==> src/rtl/instr_encoder_if.sv <==
// Request/response bundle for the instruction encoder.
// The master drives requests and out_ready; the slave is the encoder itself.
interface instr_encoder_if;
  logic        in_valid;
  logic        in_ready;
  logic [2:0]  fmt;
  logic [6:0]  opcode;
  logic [2:0]  funct3;
  logic [4:0]  rd;
  logic [4:0]  rs1;
  logic [4:0]  rs2;
  logic [63:0] imm;
  logic        out_valid;
  logic        out_ready;
  logic [31:0] instr;
  logic        err;

  modport master (
    output in_valid, fmt, opcode, funct3, rd, rs1, rs2, imm, out_ready,
    input  in_ready, out_valid, instr, err
  );

  modport slave (
    input  in_valid, fmt, opcode, funct3, rd, rs1, rs2, imm, out_ready,
    output in_ready, out_valid, instr, err
  );
endinterface

==> src/rtl/instr_encoder.sv <==
// RV32/RV64 base-format instruction encoder with a one-word output register.
// Out-of-range ADDI immediates expand into a LUI+ADDI pair.
module instr_encoder (
  input logic            clk,
  input logic            reset,
  instr_encoder_if.slave bus
);

  localparam logic [6:0]  OpLui    = 7'b0110111;
  localparam logic [6:0]  OpOpImm  = 7'b0010011;
  localparam logic [31:0] NopWord  = 32'h0000_0013;

  typedef enum logic [1:0] {StEmpty, StFull, StFirst} state_e;

  state_e      r_state;
  logic [31:0] r_instr;
  logic [31:0] r_addi;
  logic        r_err;
  logic        r_out_valid;

  logic        w_in_ready;
  logic        w_accept;
  logic        w_fits12;
  logic        w_fits13;
  logic        w_fits21;
  logic        w_u_ok;
  logic        w_exp_range;
  logic        w_addi_op;
  logic [19:0] w_hi;
  logic [31:0] w_i_word;
  logic [31:0] w_s_word;
  logic [31:0] w_sb_word;
  logic [31:0] w_u_word;
  logic [31:0] w_uj_word;
  logic [31:0] w_lui;
  logic [31:0] w_addi;
  logic [31:0] w_word;
  logic        w_err;
  logic        w_expand;

  // Sign-extension checks: all bits above the field's sign bit must match it.
  assign w_fits12 = (&bus.imm[63:11]) | ~(|bus.imm[63:11]);
  assign w_fits13 = (&bus.imm[63:12]) | ~(|bus.imm[63:12]);
  assign w_fits21 = (&bus.imm[63:20]) | ~(|bus.imm[63:20]);
  assign w_u_ok   = (bus.imm[11:0] == 12'h000) &&
                    ((&bus.imm[63:31]) | ~(|bus.imm[63:31]));

  assign w_exp_range = ($signed(bus.imm) >= -64'sd2147483648) &&
                       ($signed(bus.imm) <= 64'sd2147481599);
  assign w_addi_op   = (bus.opcode == OpOpImm) && (bus.funct3 == 3'b000);

  // Rounding hi by the low-half sign bit equals (imm + 0x800) >> 12.
  assign w_hi = bus.imm[31:12] + {19'd0, bus.imm[11]};

  assign w_i_word  = {bus.imm[11:0], bus.rs1, bus.funct3, bus.rd, bus.opcode};
  assign w_s_word  = {bus.imm[11:5], bus.rs2, bus.rs1, bus.funct3, bus.imm[4:0], bus.opcode};
  assign w_sb_word = {bus.imm[12], bus.imm[10:5], bus.rs2, bus.rs1, bus.funct3,
                      bus.imm[4:1], bus.imm[11], bus.opcode};
  assign w_u_word  = {bus.imm[31:12], bus.rd, bus.opcode};
  assign w_uj_word = {bus.imm[20], bus.imm[10:1], bus.imm[11], bus.imm[19:12],
                      bus.rd, bus.opcode};
  assign w_lui     = {w_hi, bus.rd, OpLui};
  assign w_addi    = {bus.imm[11:0], bus.rd, 3'b000, bus.rd, OpOpImm};

  always_comb begin
    w_word   = NopWord;
    w_err    = 1'b1;
    w_expand = 1'b0;
    case (bus.fmt)
      3'd0: begin
        if (w_fits12) begin
          w_word = w_i_word;
          w_err  = 1'b0;
        end else if (w_addi_op && w_exp_range) begin
          w_expand = 1'b1;
          w_err    = 1'b0;
        end
      end
      3'd1: begin
        if (w_fits12) begin
          w_word = w_s_word;
          w_err  = 1'b0;
        end
      end
      3'd2: begin
        if (w_fits13 && !bus.imm[0]) begin
          w_word = w_sb_word;
          w_err  = 1'b0;
        end
      end
      3'd3: begin
        if (w_u_ok) begin
          w_word = w_u_word;
          w_err  = 1'b0;
        end
      end
      3'd4: begin
        if (w_fits21 && !bus.imm[0]) begin
          w_word = w_uj_word;
          w_err  = 1'b0;
        end
      end
      default: ;
    endcase
  end

  assign w_in_ready = (r_state == StEmpty) || ((r_state == StFull) && bus.out_ready);
  assign w_accept   = bus.in_valid && w_in_ready;

  always_ff @(posedge clk) begin
    if (reset) begin
      r_state     <= StEmpty;
      r_instr     <= 32'h0000_0000;
      r_addi      <= 32'h0000_0000;
      r_err       <= 1'b0;
      r_out_valid <= 1'b0;
    end else begin
      case (r_state)
        StFirst: begin
          if (bus.out_ready) begin
            r_state <= StFull;
            r_instr <= r_addi;
            r_err   <= 1'b0;
          end
        end
        default: begin
          if (w_accept) begin
            r_out_valid <= 1'b1;
            if (w_expand) begin
              r_state <= StFirst;
              r_instr <= w_lui;
              r_addi  <= w_addi;
              r_err   <= 1'b0;
            end else begin
              r_state <= StFull;
              r_instr <= w_word;
              r_err   <= w_err;
            end
          end else if ((r_state == StFull) && bus.out_ready) begin
            r_state     <= StEmpty;
            r_out_valid <= 1'b0;
            r_err       <= 1'b0;
          end
        end
      endcase
    end
  end

  assign bus.in_ready  = w_in_ready;
  assign bus.out_valid = r_out_valid;
  assign bus.instr     = r_instr;
  assign bus.err       = r_err;

endmodule
==> src/flat_wrapper.sv <==
// flat-port wrapper written by rule: the top's interface ports become plain ports
module instr_encoder_flat 
  (clk, reset, bus_in_valid, bus_fmt, bus_opcode, bus_funct3, bus_rd, bus_rs1, bus_rs2, bus_imm, bus_out_ready, bus_in_ready, bus_out_valid, bus_instr, bus_err);
  instr_encoder_if bus_i ();
  input logic clk;
  input logic reset;
  input wire logic [$bits(bus_i.in_valid)-1:0] bus_in_valid;
  input wire logic [$bits(bus_i.fmt)-1:0] bus_fmt;
  input wire logic [$bits(bus_i.opcode)-1:0] bus_opcode;
  input wire logic [$bits(bus_i.funct3)-1:0] bus_funct3;
  input wire logic [$bits(bus_i.rd)-1:0] bus_rd;
  input wire logic [$bits(bus_i.rs1)-1:0] bus_rs1;
  input wire logic [$bits(bus_i.rs2)-1:0] bus_rs2;
  input wire logic [$bits(bus_i.imm)-1:0] bus_imm;
  input wire logic [$bits(bus_i.out_ready)-1:0] bus_out_ready;
  output wire logic [$bits(bus_i.in_ready)-1:0] bus_in_ready;
  output wire logic [$bits(bus_i.out_valid)-1:0] bus_out_valid;
  output wire logic [$bits(bus_i.instr)-1:0] bus_instr;
  output wire logic [$bits(bus_i.err)-1:0] bus_err;
  assign bus_i.in_valid = bus_in_valid;
  assign bus_i.fmt = bus_fmt;
  assign bus_i.opcode = bus_opcode;
  assign bus_i.funct3 = bus_funct3;
  assign bus_i.rd = bus_rd;
  assign bus_i.rs1 = bus_rs1;
  assign bus_i.rs2 = bus_rs2;
  assign bus_i.imm = bus_imm;
  assign bus_i.out_ready = bus_out_ready;
  assign bus_in_ready = bus_i.in_ready;
  assign bus_out_valid = bus_i.out_valid;
  assign bus_instr = bus_i.instr;
  assign bus_err = bus_i.err;
  instr_encoder u_core (.clk(clk), .reset(reset), .bus(bus_i));
endmodule
==> config.mk <==
export PLATFORM = sky130hd
export DESIGN_NAME = instr_encoder_flat
export DESIGN_NICKNAME = d
export VERILOG_FILES = /design/src/rtl/instr_encoder_if.sv /design/src/rtl/instr_encoder.sv /design/src/flat_wrapper.sv
export SDC_FILE = /design/constraint.sdc
export NUM_CORES = 1
export LEC_CHECK = 0
export BUFFER_PORTS_ARGS = -buffer_cell sky130_fd_sc_hd__buf_2
export CAP_MARGIN = 40
export CORE_MARGIN = 1.5
export CORE_UTILIZATION = 35
export CTS_CLUSTER_DIAMETER = 30
export DETAILED_ROUTE_END_ITERATION = 8
export SLEW_MARGIN = 20
export SYNTH_ARGS = -nofsm -noshare
export SYNTH_HDL_FRONTEND = slang
export SYNTH_SLANG_ARGS = --single-unit
==> constraint.sdc <==
create_clock -name clk -period 3.9 [get_ports clk]
set_clock_uncertainty 0.15 [all_clocks]
set_input_delay 1.17 -clock clk [delete_from_list [all_inputs] [get_ports clk]]
set_output_delay 1.17 -clock clk [all_outputs]
set_load 0.05 [all_outputs]
# Yosys cells after proc, flatten, opt, wreduce, memory -nomap -nowiden
# Cells that the tools add are included.
# op_classes
addsub,1
magnitude_cmp,2
n_eq_ne,8
mux,31
bitwise_logic,9
reduce_logical,29
# ops
op,n
two-way mux 32 bit,9
one-hot mux 32 bit (5 select lines),1
">= comparator 64 x 32 -> 1 bit, second input constant",1
"<= comparator 64 x 32 -> 1 bit, second input constant",1
AND reduction 53 bit,1
OR reduction 53 bit,1
AND reduction 52 bit,1
OR reduction 52 bit,1
AND reduction 44 bit,1
OR reduction 44 bit,1
AND reduction 33 bit,1
OR reduction 33 bit,1
adder 20 x 1 -> 20 bit,1
two-way mux 1 bit,15
logical NOT 12 bit,1
two-way mux 2 bit,5
logical AND 1 bit,8
"equality test 7 x 5 -> 1 bit, second input constant",1
"equality test 3 x 2 -> 1 bit, second input constant",2
logical NOT 3 bit,2
AND reduction 2 bit,3
NOT 1 bit,5
one-hot mux 1 bit (5 select lines),1
bitwise OR 1 bit,4
other kinds (11),12
# word_totals
register_bits,61
inputBits,96
out_inout_bits,35
elab_cells,85

# Logic depth before layout (Yosys ltp)
# logic_depth
ltp_word,9
depth_mapped,11
depth_no_buf,9

# Least setup slack after synthesis
# Ideal clock, no wire load.
# synth_path
path_type,in2reg
start,input port bus_imm[50]
end,"register u_core.r_instr[24], in the netlist u_core.bus.instr[24]"
setup_ns,0.096
arrival_ns,3.089
required_ns,3.654
setup_slack_ns,0.565
stages,8
n_path_buf,1
cell_sequence,nor4_1 > nand4_1 > or3_1 > buf_2 > o22ai_4 > nand2_4 > o311a_1 > o41ai_2
# synth_via
elab_chain_len,9
elab_cells_between_ends,35
cone_classes,2 x order compare; 12 x mux; 8 x bitwise; 13 x reduce/logical
# synth_lines
item,line,source
start: declaration,flat_wrapper.sv:14,input wire logic [$bits(bus_i.imm)-1:0] bus_imm;
">= comparator 64 x 32 -> 1 bit, or another cell as far along",instr_encoder.sv:48,assign w_exp_range = ($signed(bus.imm) >= -64'sd2147483648) &&
"logical AND 1 bit, or another cell as far along",instr_encoder.sv:48,
"logical AND 1 bit, or another cell as far along",instr_encoder.sv:74,end else if (w_addi_op && w_exp_range) begin
"two-way mux 1 bit, or another cell as far along",instr_encoder.sv:74,
"two-way mux 1 bit, or another cell as far along",instr_encoder.sv:71,if (w_fits12) begin
two-way mux 1 bit or one-hot mux 32 bit (5 select lines) (tied branches),instr_encoder.sv:69,case (bus.fmt)
two-way mux 32 bit *,instr_encoder.sv:129,if (w_expand) begin
two-way mux 32 bit *,instr_encoder.sv:127,if (w_accept) begin
two-way mux 32 bit *,instr_encoder.sv:118,case (r_state)
end signal: assignment,instr_encoder.sv:122,r_instr <= r_addi;
end signal: assignment,instr_encoder.sv:131,r_instr <= w_lui;
end signal: assignment,instr_encoder.sv:136,r_instr <= w_word;
end: declaration,instr_encoder.sv:16,logic [31:0] r_instr;
# Mark *: on every way between the ends. The rest lies on a longest branch, timed or not. The select of a mux whose other input is x is not followed.
# A chain may end at the register's enable or synchronous reset.

# Final worst setup path
# layout_path
start,input port bus_imm[48]
end,register u_core.r_addi[23]
# layout_via
elab_chain_len,7
elab_cells_between_ends,12
cone_classes,2 x order compare; 3 x mux; 2 x bitwise; 5 x reduce/logical
# layout_lines
item,line,source
>= comparator 64 x 32 -> 1 bit or <= comparator 64 x 32 -> 1 bit (tied branches),"instr_encoder.sv:48, instr_encoder.sv:49",
logical AND 1 bit,instr_encoder.sv:48,
logical AND 1 bit,instr_encoder.sv:74,
two-way mux 1 bit,instr_encoder.sv:74,
two-way mux 1 bit *,instr_encoder.sv:71,
two-way mux 1 bit *,instr_encoder.sv:69,
AND reduction 3 bit (no line) *,-,
end signal: assignment,instr_encoder.sv:132,r_addi <= w_addi;
end: declaration,instr_encoder.sv:17,logic [31:0] r_addi;
# Mark *: on every way between the ends. The rest lies on a longest branch, timed or not.

==> parameters.txt <==
Parameter                              Value

Run status
  Status    completed

Floorplan
  Starting utilization of the core area    35.9%
  Top-level I/O count    131
  Area of the die    11,200 um2
  Standard-cell row count    37
  Area of the core    10,300 um2
  Die Y-Extent    106 um
  X dimension of the die    106 um

Detailed routing
  Max layer used    met4
  First DRT Iteration DRCs    333
  Vias per cell    5.80
  Sum of routed wire length over all layers    14.4 mm
  Via Count    4,557
  Per-cell routed wire length    18.3 um
  DRT antenna net count    0
  DRT Pass-1 Iters    5
  Wl on met1    6.39 mm
  Drt drc    0
  Detailed-routed wire length on met3    1.11 mm
  Total length of routed met2 wires    6.73 mm

Global route
  Via count of the first global-routing pass    4,315
  Combined global-route utilization of all metal layers    25.9%
  First-pass GRT wire length    22.8 mm
  Maximum number of pins on one net before global-route repair    35
  Remaining global-route overflow    0
  Initial antenna violation count    0

Synthesis
  Netlist Area Pre-Place    3690 um2
  Syn Nets    588
  Most used flip-flop cell after synthesis    sky130_fd_sc_hd__dfxtp_1
  Per-instance average area after synthesis    7.54 um2
  Register bit count reported by yosys    54
  Number of distinct standard cells referenced by the synthesized netlist    68
  Portion of synthesized cell area occupied by the leading cell type    29.3%
  Synth area leader    sky130_fd_sc_hd__dfxtp_1
  Top area cells in the synthesized netlist    sky130_fd_sc_hd__dfxtp_1 29%, sky130_fd_sc_hd__nand2_1 7.0%, sky130_fd_sc_hd__a21oi_1 6.8%, sky130_fd_sc_hd__nor2_1 4.0%, sky130_fd_sc_hd__nand3_1 3.5%
  Most frequent cells after synthesis    69 x sky130_fd_sc_hd__nand2_1, 54 x sky130_fd_sc_hd__dfxtp_1, 50 x sky130_fd_sc_hd__a21oi_1
  Number of enable flip-flop cells after synthesis    0
  Most common cell in the synthesized netlist    sky130_fd_sc_hd__nand2_1
  Cell count after synthesis    489
  Warnings from Yosys    0
  Async set or reset register ratio after synthesis    0%
  Fraction of the yosys area taken by sequential cells    29.3%

Critical path
  Arrival time at the worst endpoint    3.46 ns
  Stages on the worst setup path    11
  Crit-path slowest cell    sky130_fd_sc_hd__or3_1
  Crit path launch type    input port
  Category of the most critical setup path    in2reg
  Max FO, Critical Path    14
  Crit path buf inv count    3
  Worst setup EP type    flip-flop
  Required time at the endpoint of the critical path    3.99 ns
  Biggest cell delay along the critical path    0.47 ns
  Cells along the critical path    buf_2 > nor4_1 > nand4_1 > or3_1 > o22ai_4 > nand2_2 > buf_4 > nor2_4 > buf_12 > nand2_1 > a21oi_1
  Top cell family by delay on the critical path    simple AND/OR/NAND/NOR gates
  Register-to-Register Path Depth    8

Power
  Max IR drop VDD    0.156 mV
  Reported leakage power    1.98 nW
  Pwr per Cell Area    240 nW/um2

CTS
  # H-tree levels    2
  Total of hold buffers inserted after clock tree synthesis    0
  Root buf cell    sky130_fd_sc_hd__clkbuf_8
  Worst-path clk slew    0.10 ns
  Clock net sink count    54
  Resized cells post-CTS    0
  Maximum buffer depth of the clock tree    2
  Post-CTS setup buffer count    0
  Inserted Clock Buffers    5
  CTS tree    done
  Clock latency on the worst-skew pair    0.32 ns

Timing
  Final period utilization    86.6%
  Number of hold violations in the final report    0
  Count of final max-slew check failures    0
  Total Neg Setup Slack    0 ns
  Worst rel slew slack    48.8%
  Achievable Freq    0.296 GHz
  Final setup violating endpoints    0
  Final worst path period need    3.38 ns
  Transition time of the tightest slew-check pin    0.764 ns
  RSZ-0062 raised after global routing    no

Final layout
  Share of post-route cells with drive strength above 1    32.0%
  Layout Area Growth over Synthesis    32.0%
  Final Non-Filler Cells    786
  Ant. Diodes    0
  Final layout net count    748

Placement
  Final weighted congestion in routability-driven placement    0.933
  Placed cell count    778
  IO Port Bufs    130
  HPWL reported at the end of detailed placement    11.5 mm

Job
  Max-cap check violation count    0

Hold path
  Class of the tightest hold or removal check    reg2reg
  Hold Crit Depth    2
registers in the layout (all words and copies together) (netlist names):
name and flops:
u_core.bus.out_valid 1, u_core.r_addi 18, u_core.bus.instr 32, u_core.r_state 2, u_core.bus.err 1
power breakdown:
group	internal, W	switching [W]
Clock	0.000134	0.000208
Combinational	0.0000867	0.000171
Sequential	0.000564	0.00000673
worst reg2reg max path: cells and delay by family, from the launching register on:
kind | cells | cell delay, ns
compound gates | 4 | 0.58
buf+inv | 2 | 0.49
flops | 1 | 0.45
simple gates | 2 | 0.71
logic make-up (layout without fill, tap and decap cells):
logic type                 after synthesis  after routing  synth area share, %
AOI/OAI and AO/OA                      151            151                 29.2
adders and majority gates                3              3                 1.02
DFF                                     54             54                 29.3
buffers and inverters                   31            192                 3.87
and+or+nand+nor                        240            240                 34.2
xor gates and xnor gates                10             10                 2.38
layout by cell type (no fill, tap or decap), drive strengths merged, types with 5 or more instances in the layout:
| cell | instances |
|---|---|
| a211oi | 12 |
| a21oi | 50 |
| a221oi | 8 |
| a22o | 6 |
| a22oi | 8 |
| a31oi | 10 |
| and3 | 12 |
| buf | 177 |
| clkbuf | 5 |
| dfxtp | 54 |
| inv | 8 |
| nand2 | 71 |
| nand3 | 27 |
| nand4 | 18 |
| nor2 | 40 |
| nor2b | 5 |
| nor3 | 15 |
| nor4 | 22 |
| o21ai | 25 |
| o41ai | 6 |
| or2 | 5 |
| or3 | 5 |
| xnor2 | 6 |
worst paths after layout:
path / startpoint / endpoint / slack [ns]
worst min-delay path: u_core.r_addi[16] / u_core.r_addi[16] / 0.32
worst max register to register: u_core.r_state[1] / u_core.bus.instr[0] / 1.44
worst max-delay path: bus_imm[48] / u_core.r_addi[23] / 0.52
worst min register to register: u_core.r_addi[16] / u_core.r_addi[16] / 0.32
per-stage QoR:
stage / utilization (%) / area, um2 / total power, W / worst slack, ns / hold WS [ns]
global route: 47.3 / 4870 / 0.00123 / 0.336 / 0.333
detailed placement: 46.4 / 4770 / 0.000839 / 0.230 / 0.297
floorplan: - / 3690 / 0.000705 / 0.565 / 0.282
CTS: 47.3 / 4870 / 0.00118 / 0.535 / 0.314
global placement: 46.4 / 4770 / 0.000837 / 0.170 / 0.290
finish: 47.3 / 4870 / 0.00117 / 0.523 / 0.317
routing by layer:
metal,vias to the layer above,global-route usage [%]
met4,0,5.31
li1,2171,-
met3,10,3.28
met1,2178,36.0
met5,-,0
met2,198,43.1
cell type report:
| cell class | instances | area (um2) |
|---|---|---|
| Fill cell | 1059 | 5410 |
| Multi-Input combinational cell | 404 | 2460 |
| Sequential cell | 54 | 1080 |
| Timing Repair Buffer | 177 | 1030 |
| Tap cell | 136 | 170 |
| Clock buffer | 5 | 68.8 |
| Clock inverter | 3 | 28.8 |
| Inverter | 7 | 26.3 |
Power figures use the tool's default switching activity.
